--- src/rtl/rv32i_pkg.sv ---
// Shared constants, FSM state type and byte-lane helpers for the rv32i
// memory-stage load/store sequencer.
package rv32i_pkg;

  localparam logic [6:0] OP_LOAD  = 7'b0000011;
  localparam logic [6:0] OP_STORE = 7'b0100011;

  localparam logic [2:0] F3_B  = 3'b000;
  localparam logic [2:0] F3_H  = 3'b001;
  localparam logic [2:0] F3_W  = 3'b010;
  localparam logic [2:0] F3_BU = 3'b100;
  localparam logic [2:0] F3_HU = 3'b101;

  typedef enum logic [1:0] {
    IDLE = 2'd0,
    BUS  = 2'd1,
    RESP = 2'd2
  } mem_state_t;

  // funct3[1:0] encodes access size for both loads and stores: 00 byte, 01 half, 10 word.
  function automatic logic [3:0] byte_enables(input logic [2:0] funct3,
                                              input logic [1:0] addr_lo);
    case (funct3[1:0])
      2'b00:   return 4'b0001 << addr_lo;
      2'b01:   return addr_lo[1] ? 4'b1100 : 4'b0011;
      default: return 4'b1111;
    endcase
  endfunction

  function automatic logic [31:0] store_data(input logic [2:0] funct3,
                                             input logic [31:0] rs2);
    case (funct3[1:0])
      2'b00:   return {4{rs2[7:0]}};
      2'b01:   return {2{rs2[15:0]}};
      default: return rs2;
    endcase
  endfunction

endpackage

--- src/rtl/rv32i_ld_align.sv ---
// Selects the addressed byte/halfword of a load word and sign- or
// zero-extends it according to funct3.
module rv32i_ld_align
  import rv32i_pkg::*;
(
  input  logic [31:0] rdata,
  input  logic [1:0]  addr,
  input  logic [2:0]  funct3,
  output logic [31:0] data
);

  logic [7:0]  byte_sel;
  logic [15:0] half_sel;

  // NOTE: every output of a combinational block gets a value on every path,
  // otherwise synthesis infers a latch to hold the old value.
  always_comb begin
    byte_sel = rdata[7:0];
    case (addr)
      2'd0: byte_sel = rdata[7:0];
      2'd1: byte_sel = rdata[15:8];
      2'd2: byte_sel = rdata[23:16];
      2'd3: byte_sel = rdata[31:24];
      default: byte_sel = rdata[7:0];
    endcase
    half_sel = addr[1] ? rdata[31:16] : rdata[15:0];

    case (funct3)
      F3_B:    data = {{24{byte_sel[7]}}, byte_sel};
      F3_H:    data = {{16{half_sel[15]}}, half_sel};
      F3_BU:   data = {24'd0, byte_sel};
      F3_HU:   data = {16'd0, half_sel};
      default: data = rdata;
    endcase
  end

endmodule

--- src/rtl/rv32i_mem_ctrl.sv ---
// Memory-stage load/store sequencer: decodes the instruction, runs one
// req/ack bus transaction with stall, and returns extended load data.
module rv32i_mem_ctrl
  import rv32i_pkg::*;
#(
  parameter int unsigned TIMEOUT = 255
) (
  input  logic        clk,
  input  logic        reset,
  input  logic        valid_in,
  input  logic [31:0] iw_in,
  input  logic [31:0] alu_in,
  input  logic [31:0] rs2_in,
  output logic        stall,
  output logic        mem_req,
  output logic        mem_we,
  output logic [31:0] mem_addr,
  output logic [3:0]  mem_be,
  output logic [31:0] mem_wdata,
  input  logic        mem_ack,
  input  logic [31:0] mem_rdata,
  output logic        ld_valid,
  output logic [31:0] ld_data,
  output logic        err_align,
  output logic        err_timeout
);

  localparam logic [15:0] CNT_LIMIT = 16'(TIMEOUT - 1);

  mem_state_t  state, state_nxt;
  logic [15:0] cnt;
  logic [2:0]  f3_q;
  logic [1:0]  lo_q;
  logic [31:0] ld_ext;

  logic [6:0] opcode;
  logic [2:0] funct3;
  logic       is_mem, legal, aligned;
  logic       accept, reject, ack_hit, timeout_hit;

  assign opcode = iw_in[6:0];
  assign funct3 = iw_in[14:12];

  logic unused_iw;
  assign unused_iw = ^{iw_in[31:15], iw_in[11:7]};

  always_comb begin
    legal = 1'b0;
    if (opcode == OP_LOAD)
      legal = funct3 inside {F3_B, F3_H, F3_W, F3_BU, F3_HU};
    else if (opcode == OP_STORE)
      legal = funct3 inside {F3_B, F3_H, F3_W};
  end

  always_comb begin
    case (funct3[1:0])
      2'b01:   aligned = ~alu_in[0];
      2'b10:   aligned = (alu_in[1:0] == 2'b00);
      default: aligned = 1'b1;
    endcase
  end

  assign is_mem = (opcode == OP_LOAD) || (opcode == OP_STORE);

  // Gated by reset so stall drops the moment reset asserts, even with valid_in high.
  assign accept      = reset && (state == IDLE) && valid_in && is_mem && legal && aligned;
  assign reject      = (state == IDLE) && valid_in && is_mem && !(legal && aligned);
  assign ack_hit     = (state == BUS) && mem_ack;
  assign timeout_hit = (state == BUS) && !mem_ack && (cnt == CNT_LIMIT);

  rv32i_ld_align u_ld_align (
    .rdata  (mem_rdata),
    .addr   (lo_q),
    .funct3 (f3_q),
    .data   (ld_ext)
  );

  // NOTE: sequential state uses non-blocking assignments so every flop samples
  // pre-edge values regardless of statement order.
  always_ff @(posedge clk or negedge reset) begin
    if (!reset) state <= IDLE;
    else        state <= state_nxt;
  end

  always_comb begin
    state_nxt = state;
    stall     = 1'b0;
    case (state)
      IDLE: begin
        if (accept) begin
          stall     = 1'b1;
          state_nxt = BUS;
        end
      end
      BUS: begin
        stall = 1'b1;
        if (ack_hit || timeout_hit) state_nxt = RESP;
      end
      RESP:    state_nxt = IDLE;
      default: state_nxt = IDLE;
    endcase
  end

  always_ff @(posedge clk or negedge reset) begin
    if (!reset) begin
      cnt         <= '0;
      f3_q        <= '0;
      lo_q        <= '0;
      mem_req     <= 1'b0;
      mem_we      <= 1'b0;
      mem_addr    <= '0;
      mem_be      <= '0;
      mem_wdata   <= '0;
      ld_valid    <= 1'b0;
      ld_data     <= '0;
      err_align   <= 1'b0;
      err_timeout <= 1'b0;
    end else begin
      mem_req     <= (state_nxt == BUS);
      ld_valid    <= 1'b0;
      err_align   <= reject;
      err_timeout <= timeout_hit;

      if (accept) begin
        mem_addr  <= {alu_in[31:2], 2'b00};
        mem_be    <= byte_enables(funct3, alu_in[1:0]);
        mem_wdata <= store_data(funct3, rs2_in);
        mem_we    <= (opcode == OP_STORE);
        f3_q      <= funct3;
        lo_q      <= alu_in[1:0];
        cnt       <= '0;
      end else if (state == BUS) begin
        cnt <= (ack_hit || timeout_hit) ? 16'd0 : cnt + 16'd1;
      end

      if (ack_hit && !mem_we) begin
        ld_data  <= ld_ext;
        ld_valid <= 1'b1;
      end else if (timeout_hit) begin
        ld_data <= '0;
      end
    end
  end

endmodule

--- config.mk ---
export PLATFORM = sky130hd
export DESIGN_NAME = rv32i_mem_ctrl
export DESIGN_NICKNAME = d
export VERILOG_FILES = /design/src/rtl/rv32i_pkg.sv /design/src/rtl/rv32i_ld_align.sv /design/src/rtl/rv32i_mem_ctrl.sv
export SDC_FILE = /design/constraint.sdc
export NUM_CORES = 1
export LEC_CHECK = 0
export ABC_AREA = 1
export CORE_MARGIN = 1
export CORE_UTILIZATION = 41
export DETAILED_ROUTE_END_ITERATION = 12
export PLACE_DENSITY = 0.78
export SLEW_MARGIN = 20
export SYNTH_ARGS = -nofsm -noshare
export SYNTH_HDL_FRONTEND = slang
export SYNTH_SLANG_ARGS = --single-unit
export TNS_END_PERCENT = 5
--- constraint.sdc ---
create_clock -name clk -period 2.2 [get_ports clk]
set_input_delay 0.66 -clock clk [delete_from_list [all_inputs] [get_ports clk]]
set_output_delay 0.66 -clock clk [all_outputs]
set_load 0.05 [all_outputs]
* After elaboration in Yosys (flattened, before gate mapping)
Index checks and enable logic that the tools add are counted.
** Operators by class
- Reduce and logical (&&, ||, !) cells :: 28
- Bitwise logic cells :: 1
- Muxes and demuxes :: 20
- $add $sub $neg :: 1
- Equal/unequal tests :: 17
- Shift operators :: 1
** Operator list (number)
- $pmux W32 S4 :: 1
- $mux W16 :: 4
- $mux W32 :: 2
- $pmux W32 S2 :: 1
- $pmux W8 S4 :: 1
- $add A16 B1 Y16 const B :: 1
- $eq A16 B8 Y1 const B :: 1
- $logic_and A1 B1 Y1 :: 13
- $eq A3 B3 Y1 const B :: 4
- $eq A2 B1 Y1 const B :: 4
- $logic_not A2 Y1 :: 4
- $pmux W4 S2 :: 1
- $eq A7 B2 Y1 const B :: 1
- $eq A7 B6 Y1 const B :: 1
- $eq A2 B2 Y1 const B :: 3
- $eq A3 B1 Y1 const B :: 2
- $logic_not A3 Y1 :: 2
- $reduce_bool A5 Y1 :: 1
- $mux W1 :: 4
- $mux W2 :: 2
- $mux W4 :: 1
- $pmux W1 S2 :: 2
- $pmux W2 S2 :: 1
- $reduce_bool A2 Y1 :: 2
- other kinds (6) :: 9
** Storage, ports and cells
- Output and inout bits :: 106
- Word-level logic and storage cells :: 81
- Bits of input ports :: 132
- Flip-flop bits (word level) :: 126

* Logic depth before layout (Yosys ltp)
Gate-level depths: netlist (run 1).
- Depth in word-level cells :: 9
- Mapped depth :: 10
- Depth with buffers taken out :: 9

* Modules after synthesis
A second synthesis (run 1) with hierarchy kept.
** Second synthesis, totals
- Cells, all modules :: 895
- Area total of the unflattened synthesis :: 6707.7 µm²
** By module, submodules not included
- rv32i_mem_ctrl :: times used 1, area each 5945.7 µm², cells each 749, sequential area each 3153.0 µm²
- rv32i_ld_align :: times used 1, area each 762.0 µm², cells each 146, sequential area each 0.0 µm²

* Least setup slack after synthesis (run 1)
No wires, ideal clock.
- Kind :: input-to-output
- Start point :: in iw_in[12]
- End point :: out stall
- Stages on the path :: 7
- Buffers on the path :: 1
- Arrival time :: 1.673 ns
- Slack :: -0.133 ns
- Cell sequence :: inv_1 -> ha_1 -> o21ai_1 -> nand2_1 -> nand4_2 -> buf_4 -> nand2_2
** Between the ends
- Longest elaborated chain between the ends :: 8
** RTL lines
- start: declaration :: line rv32i_mem_ctrl.sv:11 : input logic [31:0] iw_in,
- $eq A3 B1 Y1, or another cell as far along :: line rv32i_mem_ctrl.sv:50, rv32i_mem_ctrl.sv:52
- $reduce_bool A3 Y1 :: line rv32i_mem_ctrl.sv:52 : legal = funct3 inside {F3_B, F3_H, F3_W};
- $mux W1 :: line rv32i_mem_ctrl.sv:51 : else if (opcode == OP_STORE)
- $mux W1 :: line rv32i_mem_ctrl.sv:49 : if (opcode == OP_LOAD)
- $logic_and A1 B1 Y1 :: line rv32i_mem_ctrl.sv:66 : assign accept = reset && (state == IDLE) && valid_in && is_mem && legal && aligned;
- $logic_and A1 B1 Y1 * :: line rv32i_mem_ctrl.sv:66
- $mux W1 * :: line rv32i_mem_ctrl.sv:90 : if (accept) begin
- $pmux W1 S2 * :: line rv32i_mem_ctrl.sv:88 : case (state)
- end: declaration :: line rv32i_mem_ctrl.sv:14 : output logic stall,
Every way passes the cells marked *; elsewhere a longest branch is shown, timed or not.

* Final worst setup path (run 1)
- Start point :: in iw_in[14]
- End point :: out stall
** Between the ends
- Longest elaborated chain between the ends :: 8
** RTL lines (line)
- $eq A3 B1 Y1, or another cell as far along :: rv32i_mem_ctrl.sv:50, rv32i_mem_ctrl.sv:52
- $reduce_bool A3 Y1 :: rv32i_mem_ctrl.sv:52
- $mux W1 :: rv32i_mem_ctrl.sv:51
- $mux W1 * :: rv32i_mem_ctrl.sv:49
- $logic_and A1 B1 Y1 * (2 in a row) :: rv32i_mem_ctrl.sv:66
- $mux W1 * :: rv32i_mem_ctrl.sv:90
- $pmux W1 S2 * :: rv32i_mem_ctrl.sv:88
Marks and branches as above.

==> results of run 1 <==
-- logic make-up (layout without fill, tap and decap cells) --
family | after synthesis | in the layout | synth area share, %
and+or+nand+nor | 395 | 395 | 25.6
other | 1 | 3 | 0.0586
AOI/OAI and AO/OA | 178 | 178 | 14.3
DFF | 126 | 126 | 49.3
buffers and inverters | 134 | 392 | 8.93
xor gates and xnor gates | 6 | 6 | 0.821
adders and majority gates | 5 | 5 | 0.977
-- registers in the layout, indices dropped and copies added (netlist names) --
name	cells
cnt	16
err_align	1
err_timeout	1
f3_q	3
ld_data	32
ld_valid	1
lo_q	2
mem_addr	30
mem_be	4
mem_req	1
mem_wdata	32
mem_we	1
state	2
-- stage by stage --
step / hold WS, ns / std cells / util (%)
detailed placement: 0.465 / 1242 / 57.9
CTS: 0.403 / 1293 / 62.8
global placement: 0.462 / 1242 / 57.9
finish: 0.352 / 1293 / 63.1
floorplan: 0.364 / 846 / -
global route: 0.420 / 1293 / 63.1
-- routing by layer --
metal  part of all wire (%)  GRT usage, %  vias up
met5                      0             0        -
met4                    1.8          8.82        0
met3                    9.0          6.79       26
met2                     48          40.5      292
met1                     41          30.8     2985
li1                       -             -     3199
-- what timing repair did --
item / in CTS / in global routing
setup endpoints to repair: 135 / 3
resized for setup: 106 / 14
buffers inserted: 19 / 0
hold endpoints to repair: 0 / 0
pin swaps: 11 / 9
gates cloned: 0 / 0
-- layout make-up --
cell class	instances	area, sq um
multi-input combinational	586	2800
tap	188	235
antenna	1	2.50
sequential	126	3150
clock buffer	20	447
clock inverter	12	161
fill	1296	5610
timing repair buffer	272	2450
inverter	88	338
-- worst max-delay path: stages --
cell,delay [ns]
dlygate4sd2_1,0.26
inv_1,0.12
nand2_2,0.07
nand2_2,0.10
nand4_4,0.15
nand2_8,0.10
buf_12,0.13
-- path summary, 6_finish.rpt --
path / end / slack, ns
max reg2reg: ld_data[6] / 0.28
max in group asynchronous: cnt[4] / 1.31
min reg2reg: ld_data[18] / 0.47
max: stall / -0.05
min: cnt[6] / 0.35
min in group clk: ld_data[18] / 0.47
-- power groups by stage --
| stage | sequential, uW | clock, uW | combinational, uW |
|---|---|---|---|
| 4_1_cts | 2470 | 2950 | 988 |
| 3_3_place_gp | 2510 | 0 | 963 |
| 2_1_floorplan | 2700 | 0 | 296 |
| 5_1_grt | 2480 | 3060 | 1090 |
| 6_report | 2470 | 2890 | 998 |
| 3_5_place_dp | 2510 | 0 | 974 |
-- Yosys cell counts (4+ instances only) --
cell type / instances / area share (%)
a21oi_1: 54 / 4.2
buf_2: 25 / 2.0
buf_4: 6 / 0.70
clkbuf_1: 12 / 0.70
dfrtp_1: 126 / 49
ha_1: 5 / 0.98
inv_1: 84 / 4.9
nand2_1: 252 / 15
nand3_1: 52 / 4.1
nand4_1: 8 / 0.78
nor2_1: 69 / 4.0
o211ai_1: 4 / 0.47
o21ai_0: 99 / 7.7
o21ai_1: 17 / 1.3
xor2_1: 5 / 0.68
==> impl_metrics.json, run 1 <==
{
  "status": "finished with violations",
  "violations": "setup timing",
  "arrival_ns": 1.59,
  "cp_max_fo": 2,
  "start_kind": "primary input",
  "grt_pass1_vias": 6262,
  "clk_path_buf_depth": 2,
  "synth_edf_count": 0,
  "leakage_uw": 0.00506,
  "hold_viol": 0,
  "fin_nets": 1228,
  "powerDensity_nw_per_um2": 663,
  "timing.fmax_mhz": 445,
  "worstHoldPathType": "in -> async",
  "ir_drop_v": 0.000495,
  "final_cell_mix": "nand2_1, dfrtp_1, buf_4",
  "fp.dieH_microns": 127,
  "place.port_buffers": 213,
  "grt_max_degree": 127,
  "dr.pass1.iters": 5,
  "drive_gt1_share_pct": 15.9,
  "vias_per_cell": 5.03,
  "place_congestion": 0.894,
  "pwr-share-clk_pct": 45.4,
  "rsz0062_at_grt": "true",
  "routed_wl_microns": 18900,
  "startpoint": "iw_in[14]",
  "antenna_found_initial": 1,
  "cts_tree": "yes",
  "fin_skew_ns": 0.0146,
  "ys_seq_area_share_pct": 49.3,
  "required_ns": 1.54,
  "maxCapViolCount": 0,
  "finalCriticalPeriod_ns": 2.25,
  "setup_slack_ns": -0.0494,
  "ctsHoldBuffers": 0,
  "ios": 238,
  "post-route-drc-count": 0,
  "ys_warn_count": 0,
  "ys_types": 34,
  "grt_pass1_wl_microns": 31200,
  "dieArea_sq_um": 16100,
  "period_share_pct": 102,
  "htreeDepth": 4,
  "grtUsageTotal_pct": 24.5,
  "start_util_pct": 42.1,
  "drtAntennaViolNets": 0,
  "die_x_microns": 127,
  "cp-end-kind": "output port",
  "ys_async_sr_fraction_pct": 100,
  "avgSynthCellArea_sq_um": 7.58,
  "dp_hpwl_microns": 13200,
  "path_clk_slew_ns": 0.05,
  "drv_slew": 0,
  "p_total_uw": 6350,
  "overflow": 0,
  "timing.slew.headroom_pct": 53.3,
  "synthesis.area_sq_um": 6400,
  "worst_slew_pin_slew_ns": 0.700,
  "synth-main-ff-cell": "dfrtp_1",
  "syn_to_final_growth_pct": 49.8,
  "p_seq_share_pct": 38.9,
  "fin_area_sq_um": 9590,
  "tns_ns": -0.0494,
  "p_int_uw": 4630,
  "via_count": 6502,
  "core_sq_um": 15200,
  "drt_iter0_drc": 434,
  "combPwrFrac_pct": 15.7,
  "cts_made_buffers": 17,
  "layout_commonest_cell": "nand2_1",
  "num_rows": 45,
  "r2r_start": "state[1]",
  "setup-violations-final": 1,
  "syn_inst": 845,
  "critPathKind": "in -> out",
  "ys_ff_latch": 126,
  "p_switching_uw": 1720,
  "worstSkewPairLatency_ns": 0.42,
  "clockRootBuffer": "clkbuf_16",
  "dpl_cell_area_sq_um": 8800,
  "place_ws_ns": -0.623,
  "cts_num_sinks": 126,
  "switching_share_pct": 27.1,
  "worstRegToRegCells": 9,
  "post_drt_wl_per_cell_microns": 14.6
}
Note: power is estimated with default switching activity, not from simulation.
==> run 2, diff against run 1 <==
--- a/config.mk
+++ b/config.mk
@@ -6,6 +6,7 @@
 export NUM_CORES = 1
 export LEC_CHECK = 0
 export ABC_AREA = 1
+export CAP_MARGIN = 25
 export CORE_MARGIN = 1
 export CORE_UTILIZATION = 41
 export DETAILED_ROUTE_END_ITERATION = 12
==> results of run 2 <==
The final DEF is identical to that of run 1; final timing and power are the same.
==> run 3, diff against run 2 <==
--- a/config.mk
+++ b/config.mk
@@ -7,10 +7,10 @@
 export LEC_CHECK = 0
 export ABC_AREA = 1
 export CAP_MARGIN = 25
-export CORE_MARGIN = 1
-export CORE_UTILIZATION = 41
+export CORE_MARGIN = 2
+export CORE_UTILIZATION = 45
 export DETAILED_ROUTE_END_ITERATION = 12
-export PLACE_DENSITY = 0.78
+export PLACE_DENSITY = 0.81
 export SLEW_MARGIN = 20
 export SYNTH_ARGS = -nofsm -noshare
 export SYNTH_HDL_FRONTEND = slang
==> constraint.sdc (replaced) <==
create_clock -name clk -period 2.74 [get_ports clk]
set_input_delay 0.822 -clock clk [delete_from_list [all_inputs] [get_ports clk]]
set_output_delay 0.822 -clock clk [all_outputs]
set_load 0.05 [all_outputs]
==> impl_metrics.json, run 3 (synthesis results as in run 1) <==
{
  "stdcell_count": 1266,
  "r2r_slack_ns": 0.85,
  "layout_commonest_cell": "nand2_1",
  "p_total_uw": 5020,
  "die_x_microns": 123,
  "required_ns": 1.92,
  "place_congestion": 0.930,
  "critPathKind": "in -> out",
  "top_usage_layer": "met2",
  "htreeDepth": 4,
  "path_clk_slew_ns": 0.05,
  "dieArea_sq_um": 15200,
  "worstHoldPathType": "reg -> reg",
  "finalCriticalPeriod_ns": 2.72,
  "syn_to_final_growth_pct": 48.8,
  "post-route-drc-count": 0,
  "worst_slew_pin_slew_ns": 0.698,
  "dp_hpwl_microns": 13200,
  "core_sq_um": 13900,
  "powerDensity_nw_per_um2": 527,
  "vias_per_cell": 5.06,
  "start_util_pct": 46.1,
  "final_cell_mix": "nand2_1, clkdlybuf4s50_1, dfrtp_1",
  "timing.fmax_mhz": 367,
  "arrival_ns": 1.90,
  "use_met2_pct": 41.0,
  "cts_made_buffers": 17,
  "grt_pass1_vias": 6092,
  "cts_tree": "yes",
  "ctsHoldBuffers": 0,
  "use_met1_pct": 31.2,
  "fin_skew_ns": 0.00871,
  "fin_area_sq_um": 9520,
  "timing.slew.headroom_pct": 53.3,
  "drv_slew": 0,
  "grt_max_degree": 141,
  "maxCapViolCount": 0,
  "hold_viol": 0,
  "drtAntennaViolNets": 0,
  "clockRootBuffer": "clkbuf_16",
  "dpl_cell_area_sq_um": 8790,
  "via_count": 6403,
  "period_share_pct": 99.3,
  "ios": 238,
  "r2r_start": "f3_q[0]",
  "overflow": 0,
  "status": "complete, no violations",
  "cts_num_sinks": 126,
  "setup-violations-final": 0,
  "grt_util_met3_pct": 8.49,
  "worstRegToRegCells": 7,
  "critPathCapture": "stall",
  "startpoint": "iw_in[13]",
  "leakage_uw": 0.00464,
  "tns_ns": 0,
  "grt_pass1_wl_microns": 29800,
  "worstSkewPairLatency_ns": 0.41,
  "rr_endpoint": "ld_data[5]",
  "fin_nets": 1208,
  "antenna_found_initial": 2,
  "dp.cells": 1223,
  "post_drt_wl_per_cell_microns": 14.9,
  "dr.pass1.iters": 8,
  "num_rows": 43,
  "start_kind": "primary input",
  "grtUsageTotal_pct": 25.4,
  "fp.dieH_microns": 123,
  "place.port_buffers": 213,
  "routed_wl_microns": 18900,
  "clk_path_buf_depth": 2,
  "drive_gt1_share_pct": 9.04,
  "cp-end-kind": "output port",
  "reg_top3": "ld_data: 32 flops, mem_wdata: 32 flops, mem_addr: 30 flops",
  "drt_iter0_drc": 531,
  "ir_drop_v": 0.000465,
  "cp_max_fo": 3
}
run 3: cell types whose count changed in the layout (fill, tap and decap cells not counted), sizes merged:
cell           previous run  this run
dlygate4sd2              61         3
bufinv                    3         2
buf                     110        41
clkbuf                   20        24
clkinvlp                  3         1
dlymetal6s2s              0         7
diode                     1         2
clkdlybuf4s50            95       199
clkdlybuf4s15             6         1
run 3: power by group:
group / switching (uW) / internal, uW / leakage (uW)
sequential: 57.8 / 1930 / 0.00172
clock: 826 / 1410 / 0.000288
combinational: 456 / 342 / 0.00263
run 3: layout make-up:
class                   instances  area, sq um
well taps                     180          225
diodes                          2         5.00
repair buffers                252         2470
clock buffers                  23          478
inverters                      88          333
flip-flops and latches        126         3150
multi-input cells             586         2760
clock inverters                 9          109
fillers                      1151         4360
run 3: through the flow:
stage	setup WS (ns)	hold WS [ns]	util (%)
3_5_place_dp	-0.355	0.464	63.3
4_1_cts	0.000724	0.479	67.9
3_3_place_gp	-0.292	0.461	63.3
5_1_grt	-0.0216	0.500	68.6
2_1_floorplan	0.0827	0.453	-
6_report	0.0184	0.477	68.6
run 3: layer usage:
layer / vias up / routed length, microns
met3: 34 / 1830
met5: - / 0
met4: 0 / 403
met2: 257 / 9090
met1: 2953 / 7590
li1: 3159 / -
run 3: worst max-delay path, stage by stage:
cell and delay, ns:
clkdlybuf4s15_1 0.20, inv_2 0.08, ha_4 0.18, o21ai_4 0.17, nand2_2 0.10, nand4_4 0.12, nand2_4 0.08, buf_12 0.16
run 3: worst min path at each step:
stage / start / to / slack (ns) / cells after the start
detailed placement: ld_data[21] / ld_data[21] / 0.46 / 2
CTS: ld_data[21] / ld_data[21] / 0.48 / 2
floorplan: f3_q[2] / f3_q[2] / 0.45 / 2
global placement: ld_data[21] / ld_data[21] / 0.46 / 2
finish: ld_data[5] / ld_data[5] / 0.48 / 2
global route: ld_data[5] / ld_data[5] / 0.50 / 2
run 3: repair_timing:
action | in CTS | in global routing
endpoints found under the setup margin | 1 | 1
buffers inserted | 2 | 7
resized for setup | 19 | 16
pin swaps | 5 | 9
gates cloned | 0 | 0
